===== src/rtl/align_shifter_pkg.sv =====
// Shared definitions for align_shifter: operation encoding, parameter limits
// and the per-level shift distance helper.
package align_shifter_pkg;

  typedef enum logic [1:0] {
    OP_LSR = 2'b00,
    OP_ASR = 2'b01,
    OP_LSL = 2'b10,
    OP_RSV = 2'b11
  } op_e;

  localparam int MIN_WIDTH = 2;
  localparam int MIN_SPLIT = 1;

  // Distance of the level driven by amt bit bit_idx. Anything at or beyond
  // width behaves identically, so large bits collapse to width.
  function automatic int level_dist(input int bit_idx, input int width);
    return (bit_idx >= 30) ? width : (1 << bit_idx);
  endfunction

endpackage


===== src/rtl/align_shifter_shift_level.sv =====
// One combinational barrel-shifter level: shifts by DIST when i_sel is set.
// The lost-bit output exists only when ALIGN_SHIFTER_STICKY_EN is defined.
module shift_level #(
  parameter int WIDTH = 23,
  parameter int DIST  = 1
) (
  input  logic [WIDTH-1:0] i_data,
  input  logic             i_sel,
  input  logic             i_fill,
  input  logic             i_left,
  output logic [WIDTH-1:0] o_data
`ifdef ALIGN_SHIFTER_STICKY_EN
  ,
  output logic             o_lost
`endif
);

  logic [WIDTH-1:0] w_right;
  logic [WIDTH-1:0] w_left;
`ifdef ALIGN_SHIFTER_STICKY_EN
  logic             w_lost_bits;
`endif

  generate
    if (DIST >= WIDTH) begin : g_sat
      // Every bit leaves the word: result is pure fill.
      assign w_right = {WIDTH{i_fill}};
      assign w_left  = {WIDTH{i_fill}};
`ifdef ALIGN_SHIFTER_STICKY_EN
      assign w_lost_bits = |i_data;
`endif
    end else begin : g_part
      assign w_right = {{DIST{i_fill}}, i_data[WIDTH-1:DIST]};
      assign w_left  = {i_data[WIDTH-1-DIST:0], {DIST{i_fill}}};
`ifdef ALIGN_SHIFTER_STICKY_EN
      assign w_lost_bits = |i_data[DIST-1:0];
`endif
    end
  endgenerate

  assign o_data = !i_sel ? i_data : (i_left ? w_left : w_right);

`ifdef ALIGN_SHIFTER_STICKY_EN
  // Only right shifts contribute to sticky.
  assign o_lost = i_sel & ~i_left & w_lost_bits;
`endif

endmodule


===== src/rtl/align_shifter.sv =====
// Two-stage pipelined LSR/ASR/LSL shifter with valid/ready on both sides.
// Define ALIGN_SHIFTER_STICKY_EN to generate the sticky (lost-bit OR) output.
module align_shifter
  import align_shifter_pkg::*;
#(
  parameter int WIDTH = 23,
  parameter int AMT_W = 8,
  parameter int SPLIT = 4
) (
  input  logic             clk,
  input  logic             rst_n,
  input  logic             in_valid,
  output logic             in_ready,
  input  logic [WIDTH-1:0] in_data,
  input  logic [AMT_W-1:0] in_amt,
  input  logic [1:0]       in_op,
  output logic             out_valid,
  input  logic             out_ready,
  output logic [WIDTH-1:0] out_data,
  output logic             out_sticky
);

  localparam int HI_W = AMT_W - SPLIT;

  generate
    if (WIDTH < MIN_WIDTH || SPLIT < MIN_SPLIT || SPLIT > AMT_W - 1) begin : g_param_check
      $error("align_shifter: WIDTH must be >= 2 and SPLIT within 1..AMT_W-1");
    end
  endgenerate

  // Handshake: a transfer happens on a rising edge where valid && ready.
  // A stage loads when it is empty or its content moves on in that edge;
  // in_ready depends only on pipeline state, never on in_valid.
  logic w_s2_load;
  logic w_in_fire;

  logic             r_s1_valid;
  logic [WIDTH-1:0] r_s1_data;
  logic [HI_W-1:0]  r_s1_amt_hi;
  op_e              r_s1_op;
  logic             r_s2_valid;
  logic [WIDTH-1:0] r_s2_data;

  op_e              w_in_op;
  logic             w_s1_fill;
  logic             w_s1_left;
  logic             w_s2_fill;
  logic             w_s2_left;
  logic [SPLIT:0][WIDTH-1:0] w_s1_chain;
  logic [HI_W:0][WIDTH-1:0]  w_s2_chain;

  assign w_s2_load = !r_s2_valid || out_ready;
  assign in_ready  = rst_n && (!r_s1_valid || w_s2_load);
  assign w_in_fire = in_valid && in_ready;

  assign w_in_op   = op_e'(in_op);
  assign w_s1_fill = (w_in_op == OP_ASR) && in_data[WIDTH-1];
  assign w_s1_left = (w_in_op == OP_LSL);
  // After a partial ASR the MSB still holds the sign, so it is a valid fill.
  assign w_s2_fill = (r_s1_op == OP_ASR) && r_s1_data[WIDTH-1];
  assign w_s2_left = (r_s1_op == OP_LSL);

`ifdef ALIGN_SHIFTER_STICKY_EN
  logic [SPLIT-1:0] w_s1_lost;
  logic [HI_W-1:0]  w_s2_lost;
`endif

  assign w_s1_chain[0] = in_data;
  assign w_s2_chain[0] = r_s1_data;

  genvar gi;
  generate
    for (gi = 0; gi < SPLIT; gi++) begin : g_s1
      shift_level #(
        .WIDTH (WIDTH),
        .DIST  (level_dist(gi, WIDTH))
      ) u_level (
        .i_data (w_s1_chain[gi]),
        .i_sel  (in_amt[gi]),
        .i_fill (w_s1_fill),
        .i_left (w_s1_left),
        .o_data (w_s1_chain[gi+1])
`ifdef ALIGN_SHIFTER_STICKY_EN
        ,
        .o_lost (w_s1_lost[gi])
`endif
      );
    end
    for (gi = 0; gi < HI_W; gi++) begin : g_s2
      // Levels at or beyond WIDTH saturate, which covers amt >= WIDTH.
      shift_level #(
        .WIDTH (WIDTH),
        .DIST  (level_dist(gi + SPLIT, WIDTH))
      ) u_level (
        .i_data (w_s2_chain[gi]),
        .i_sel  (r_s1_amt_hi[gi]),
        .i_fill (w_s2_fill),
        .i_left (w_s2_left),
        .o_data (w_s2_chain[gi+1])
`ifdef ALIGN_SHIFTER_STICKY_EN
        ,
        .o_lost (w_s2_lost[gi])
`endif
      );
    end
  endgenerate

  always_ff @(posedge clk) begin
    if (!rst_n) begin
      r_s1_valid  <= 1'b0;
      r_s1_data   <= '0;
      r_s1_amt_hi <= '0;
      r_s1_op     <= OP_LSR;
      r_s2_valid  <= 1'b0;
      r_s2_data   <= '0;
    end else begin
      if (in_ready) begin
        r_s1_valid <= in_valid;
        if (w_in_fire) begin
          r_s1_data   <= w_s1_chain[SPLIT];
          r_s1_amt_hi <= in_amt[AMT_W-1:SPLIT];
          r_s1_op     <= w_in_op;
        end
      end
      if (w_s2_load) begin
        r_s2_valid <= r_s1_valid;
        if (r_s1_valid) begin
          r_s2_data <= w_s2_chain[HI_W];
        end
      end
    end
  end

`ifdef ALIGN_SHIFTER_STICKY_EN
  logic r_s1_sticky;
  logic r_s2_sticky;

  always_ff @(posedge clk) begin
    if (!rst_n) begin
      r_s1_sticky <= 1'b0;
      r_s2_sticky <= 1'b0;
    end else begin
      if (w_in_fire) begin
        r_s1_sticky <= |w_s1_lost;
      end
      if (w_s2_load && r_s1_valid) begin
        r_s2_sticky <= r_s1_sticky | (|w_s2_lost);
      end
    end
  end

  assign out_sticky = r_s2_sticky;
`else
  assign out_sticky = 1'b0;
`endif

  assign out_valid = r_s2_valid;
  assign out_data  = r_s2_data;

endmodule


===== config.mk =====
export PLATFORM = sky130hd
export DESIGN_NAME = align_shifter
export DESIGN_NICKNAME = d
export VERILOG_FILES = /design/src/rtl/align_shifter_pkg.sv /design/src/rtl/align_shifter_shift_level.sv /design/src/rtl/align_shifter.sv
export SDC_FILE = /design/constraint.sdc
export NUM_CORES = 1
export LEC_CHECK = 0
export CAP_MARGIN = 30
export CORE_UTILIZATION = 45
export DETAILED_ROUTE_END_ITERATION = 6
export GPL_TIMING_DRIVEN = 0
export PLACE_DENSITY = 0.68
export SLEW_MARGIN = 20
export SYNTH_ARGS = -nofsm -noshare
export SYNTH_HDL_FRONTEND = slang
export SYNTH_SLANG_ARGS = --single-unit

===== constraint.sdc =====
create_clock -name clk -period 5.4 [get_ports clk]
set_clock_uncertainty 0.1 [all_clocks]
set_input_delay 1.62 -clock clk [delete_from_list [all_inputs] [get_ports clk]]
set_output_delay 1.62 -clock clk [all_outputs]
set_load 0.01 [all_outputs]

==> flow_summary.html <==
<table>
<tr><th>Metric</th><th>Value</th></tr>
<tr><th colspan="2">Routing</th></tr>
<tr><td>Total wirelength of the detailed-routed design</td><td>22000 µm</td></tr>
<tr><td>1st-pass router iterations</td><td>5</td></tr>
<tr><td>Via count</td><td>6321</td></tr>
<tr><td>Number of violations reported at the end of detailed-routing iteration 0</td><td>992</td></tr>
<tr><td>Post-DRT Antenna Nets</td><td>0</td></tr>
<tr><td>Count of unresolved DRC violations after routing</td><td>0</td></tr>
<tr><td>Avg WL per Cell</td><td>24.4 µm</td></tr>
<tr><td>Routed via count divided by cell count</td><td>7.02</td></tr>
<tr><th colspan="2">Critical path</th></tr>
<tr><td>Critical path's largest stage delay</td><td>0.53 ns</td></tr>
<tr><td>Sort of element at the end of the critical path</td><td>output port</td></tr>
<tr><td>Critical-path maximum fanout</td><td>10</td></tr>
<tr><td>CP max-delay cell</td><td>clkdlybuf4s50_1</td></tr>
<tr><td>Worst Setup Start Kind</td><td>primary input</td></tr>
<tr><td>Worst endpoint data arrival time</td><td>3.57 ns</td></tr>
<tr><td>Cell chain of the critical path</td><td>clkdlybuf4s50_1, clkbuf_1, clkbuf_1, and2_1, clkdlybuf4s50_1</td></tr>
<tr><td>Data required time at the worst endpoint</td><td>3.68 ns</td></tr>
<tr><td>Startpoint-to-endpoint class of the critical path</td><td>in2out</td></tr>
<tr><td>Kind of cell adding the most delay to the critical path</td><td>buffers and inverters</td></tr>
<tr><td>CP Buf/Inv Count</td><td>4</td></tr>
<tr><th colspan="2">Final layout</th></tr>
<tr><td>Ratio of cells with drive above 1 in the final layout</td><td>0.0732</td></tr>
<tr><td>Fillers</td><td>1048</td></tr>
<tr><td>Ant. Diodes</td><td>0</td></tr>
<tr><td>Register area</td><td>0.00108 mm²</td></tr>
<tr><td>Layout Area Growth over Synthesis</td><td>17.1%</td></tr>
<tr><td>Area taken by multi-input logic gates</td><td>0.00350 mm²</td></tr>
<tr><td>Total Nets Final</td><td>801</td></tr>
<tr><td>Final cell utilization of the core</td><td>0.553</td></tr>
<tr><th colspan="2">Placed design</th></tr>
<tr><td>Placed wire-length estimate after detailed placement</td><td>16700 µm</td></tr>
<tr><td>IO buf count</td><td>57</td></tr>
<tr><td>Routability congestion estimate</td><td>1.01</td></tr>
<tr><th colspan="2">Yosys</th></tr>
<tr><td>EDFF count, synth</td><td>0</td></tr>
<tr><td>Commonest register cell after synthesis</td><td>dfxtp_1</td></tr>
<tr><td>Syn Area/Cell</td><td>7.06 µm²</td></tr>
<tr><td>Proportion of synthesized flip-flops having asynchronous set or reset</td><td>0</td></tr>
<tr><td>Count of unique library cells instantiated by Yosys</td><td>78</td></tr>
<tr><td>Count of mapped cells out of synthesis</td><td>700</td></tr>
<tr><td>Synth warn</td><td>0</td></tr>
<tr><td>Sequential area share after synthesis</td><td>0.219</td></tr>
<tr><td>Post-synthesis cell area</td><td>0.00494 mm²</td></tr>
<tr><td>Number of register bits inferred by synthesis</td><td>54</td></tr>
<tr><td>Synth Net Count</td><td>737</td></tr>
<tr><th colspan="2">Global routing</th></tr>
<tr><td>Global-route track usage on met1</td><td>0.523</td></tr>
<tr><td>Antenna violations before repair</td><td>0</td></tr>
<tr><td>Global routing usage on met3</td><td>0.128</td></tr>
<tr><td>Vias in the first global route</td><td>5837</td></tr>
<tr><td>Pin count of the biggest net entering global routing</td><td>17</td></tr>
<tr><td>GR Overflow Total</td><td>0</td></tr>
<tr><td>Overall global routing resource usage</td><td>0.389</td></tr>
<tr><td>Wire length of the first global-routing pass</td><td>33700 µm</td></tr>
<tr><td>Most Crowded Layer GR</td><td>met2</td></tr>
<tr><td>Met2 capacity usage during global routing</td><td>0.576</td></tr>
<tr><th colspan="2">Floorplanning</th></tr>
<tr><td>Initial core utilization</td><td>0.472</td></tr>
<tr><td>I/O Pins</td><td>63</td></tr>
<tr><td>Area enclosed by the die boundary</td><td>0.0114 mm²</td></tr>
<tr><td>Floorplan row count</td><td>37</td></tr>
<tr><td>Die width</td><td>107 µm</td></tr>
<tr><td>Chip Height</td><td>107 µm</td></tr>
<tr><td>Placeable core region</td><td>0.0105 mm²</td></tr>
<tr><th colspan="2">STA</th></tr>
<tr><td>Final sum of negative setup slack</td><td>0 ns</td></tr>
<tr><td>Slew Limit Fails</td><td>0</td></tr>
<tr><td>Maximum operating frequency</td><td>189 MHz</td></tr>
<tr><td>Number of failing hold endpoints at the final stage</td><td>0</td></tr>
<tr><td>Time the worst path needs with I/O delays and setup</td><td>5.29 ns</td></tr>
<tr><td>Slew at the pin closest to its max-slew limit</td><td>1.03 ns</td></tr>
<tr><td>RSZ-0062 raised after global routing</td><td>false</td></tr>
<tr><td>Worst-case headroom to the max-slew limit</td><td>0.305</td></tr>
<tr><td>Share of the cycle needed by the critical path after routing</td><td>0.979</td></tr>
<tr><td>Number of endpoints failing setup at the final stage</td><td>0</td></tr>
<tr><th colspan="2">Clock network</th></tr>
<tr><td>Clock Sinks</td><td>54</td></tr>
<tr><td>Cell chosen for the clock root</td><td>clkbuf_8</td></tr>
<tr><td>Num CTS Buffers</td><td>5</td></tr>
<tr><td>Count of cells resized by post-cts repair</td><td>0</td></tr>
<tr><td>Number of buffers between clock root and the deepest sink</td><td>2</td></tr>
<tr><td>Clock-pin slew reported for the worst setup and hold paths after clock tree synthesis</td><td>0.10 ns</td></tr>
<tr><td>Hold bufs inserted after CTS</td><td>0</td></tr>
<tr><td>CTS H-tree depth</td><td>2</td></tr>
<tr><td>Later-pin clock latency in the skew report</td><td>0.32 ns</td></tr>
<tr><td>TritonCTS clock tree</td><td>done</td></tr>
<tr><td>Post CTS Setup Buffer Count</td><td>0</td></tr>
<tr><th colspan="2">Pwr</th></tr>
<tr><td>Power Total</td><td>1.15 mW</td></tr>
<tr><td>Leakage power</td><td>2.08 nW</td></tr>
<tr><td>Pwr per Cell Area</td><td>199 mW/mm²</td></tr>
<tr><td>Largest vdd supply drop</td><td>158 µV</td></tr>
<tr><th colspan="2">Outcome</th></tr>
<tr><td>Run status</td><td>finished, final reports clean</td></tr>
<tr><th colspan="2">Flow run</th></tr>
<tr><td>Number of maximum-capacitance violations</td><td>0</td></tr>
<tr><th colspan="2">Min path</th></tr>
<tr><td>Hold/Removal Path Class</td><td>reg2reg</td></tr>
</table>
==> through the flow <==
| step | setup slack, ns | std cells | area (µm²) | hold slack [ns] |
|---|---|---|---|---|
| after CTS | 0.135 | 901 | 5790 | 0.367 |
| after detailed placement | 0.155 | 893 | 5680 | 0.355 |
| after floorplan | 1.41 | 700 | 4940 | 0.339 |
| after global routing | 0.0288 | 901 | 5790 | 0.396 |
| after global placement | 0.176 | 893 | 5680 | 0.348 |
| final | 0.112 | 901 | 5790 | 0.363 |
==> tightest hold or removal path: cells and delay by family (launching register included) <==
| kind | cells | cell delay, ns |
|---|---|---|
| flops | 1 | 0.32 |
| compound gates | 1 | 0.06 |
| simple gates | 1 | 0.05 |
==> final cells by class <==
cell class | instances | area share
Timing Repair Buffer | 57 | 0.0986
Clock inverter | 1 | 0.00151
Inverter | 10 | 0.00649
Buffer | 68 | 0.0564
Tap cell | 136 | 0.0294
Clock buffer | 7 | 0.0166
Multi-Input combinational cell | 568 | 0.604
Sequential cell | 54 | 0.187
==> routing by layer <==
layer / part of all wire / wire length [µm]
met5: 0 / 0
met3: 0.14 / 3080
met4: 0.037 / 810
met2: 0.43 / 9350
met1: 0.40 / 8760
==> Yosys cell counts (all sizes together), types with 3 or more instances <==
cell type / count / area (µm²)
a2111oi: 4 / 43.8
a211o: 5 / 43.8
a211oi: 21 / 163
a21boi: 21 / 158
a21oi: 57 / 289
a221oi: 5 / 56.3
a22oi: 10 / 75.1
a2bb2oi: 6 / 52.6
a311o: 3 / 30.0
a311oi: 5 / 43.8
a31o: 3 / 26.3
a31oi: 17 / 106
a32oi: 3 / 26.3
and2: 10 / 62.6
and3: 3 / 18.8
and3b: 5 / 43.8
buf: 31 / 188
clkbuf: 37 / 139
dfxtp: 54 / 1080
inv: 10 / 37.5
mux2: 3 / 37.5
mux2i: 15 / 150
mux4: 4 / 90.1
nand2: 105 / 394
nand2b: 14 / 87.6
nand3: 19 / 95.1
nor2: 47 / 176
nor2b: 21 / 131
nor3: 12 / 60.1
nor3b: 3 / 22.5
nor4: 5 / 31.3
nor4bb: 6 / 60.1
o2111ai: 3 / 26.3
o211a: 3 / 30.0
o211ai: 10 / 75.1
o21a: 3 / 22.5
o21ai: 60 / 300
o221ai: 10 / 87.6
o22ai: 6 / 37.5
or2: 4 / 25.0
or3: 6 / 37.5
==> power breakdown <==
group	internal, mW	switching [mW]	leakage (nW)
combinational	0.166	0.280	1.58
clock	0.118	0.138	0.0544
sequential	0.427	0.0208	0.444
==> layout by cell type, fill, tap and decap left out, types with 10 or more instances in the layout <==
| cell | synthesis | layout |
|---|---|---|
| a211oi_1 | 20 | 20 |
| nor2b_1 | 21 | 21 |
| o21ai_0 | 52 | 52 |
| nor3_1 | 12 | 12 |
| o211ai_1 | 10 | 10 |
| buf_2 | 18 | 18 |
| mux2i_1 | 15 | 15 |
| a21boi_0 | 20 | 20 |
| nand2_1 | 105 | 105 |
| and2_1 | 10 | 10 |
| a22oi_1 | 10 | 10 |
| clkdlybuf4s50_1 | 0 | 57 |
| nand3_1 | 19 | 19 |
| a21oi_1 | 56 | 56 |
| nand2b_1 | 14 | 14 |
| clkbuf_1 | 37 | 37 |
| a31oi_1 | 17 | 17 |
| dfxtp_1 | 54 | 54 |
| o221ai_1 | 10 | 10 |
| nor2_1 | 47 | 47 |
==> logic make-up after synthesis <==
| logic type | synth area share |
|---|---|
| other cells | 0.000759 |
| flops | 0.219 |
| buf+inv | 0.0737 |
| simple gates | 0.267 |
| compound gates | 0.384 |
| mux | 0.0562 |
==> flip-flops by register name (all words and copies together), names as in the netlist <==
name         cells
out_data        23
r_s1_data       23
r_s1_amt_hi      4
r_s1_op          2
out_valid        1
r_s1_valid       1
==> final timing paths <==
kind / start / endpoint / slack, ns / cells after the start
max: rst_n / in_ready / 0.11 / 5
min reg2reg: out_data[19] / out_data[19] / 0.36 / 2
min: out_data[19] / out_data[19] / 0.36 / 2
max reg2reg: r_s1_valid / r_s1_data[18] / 2.71 / 6
Power figures use the tool's default switching activity.
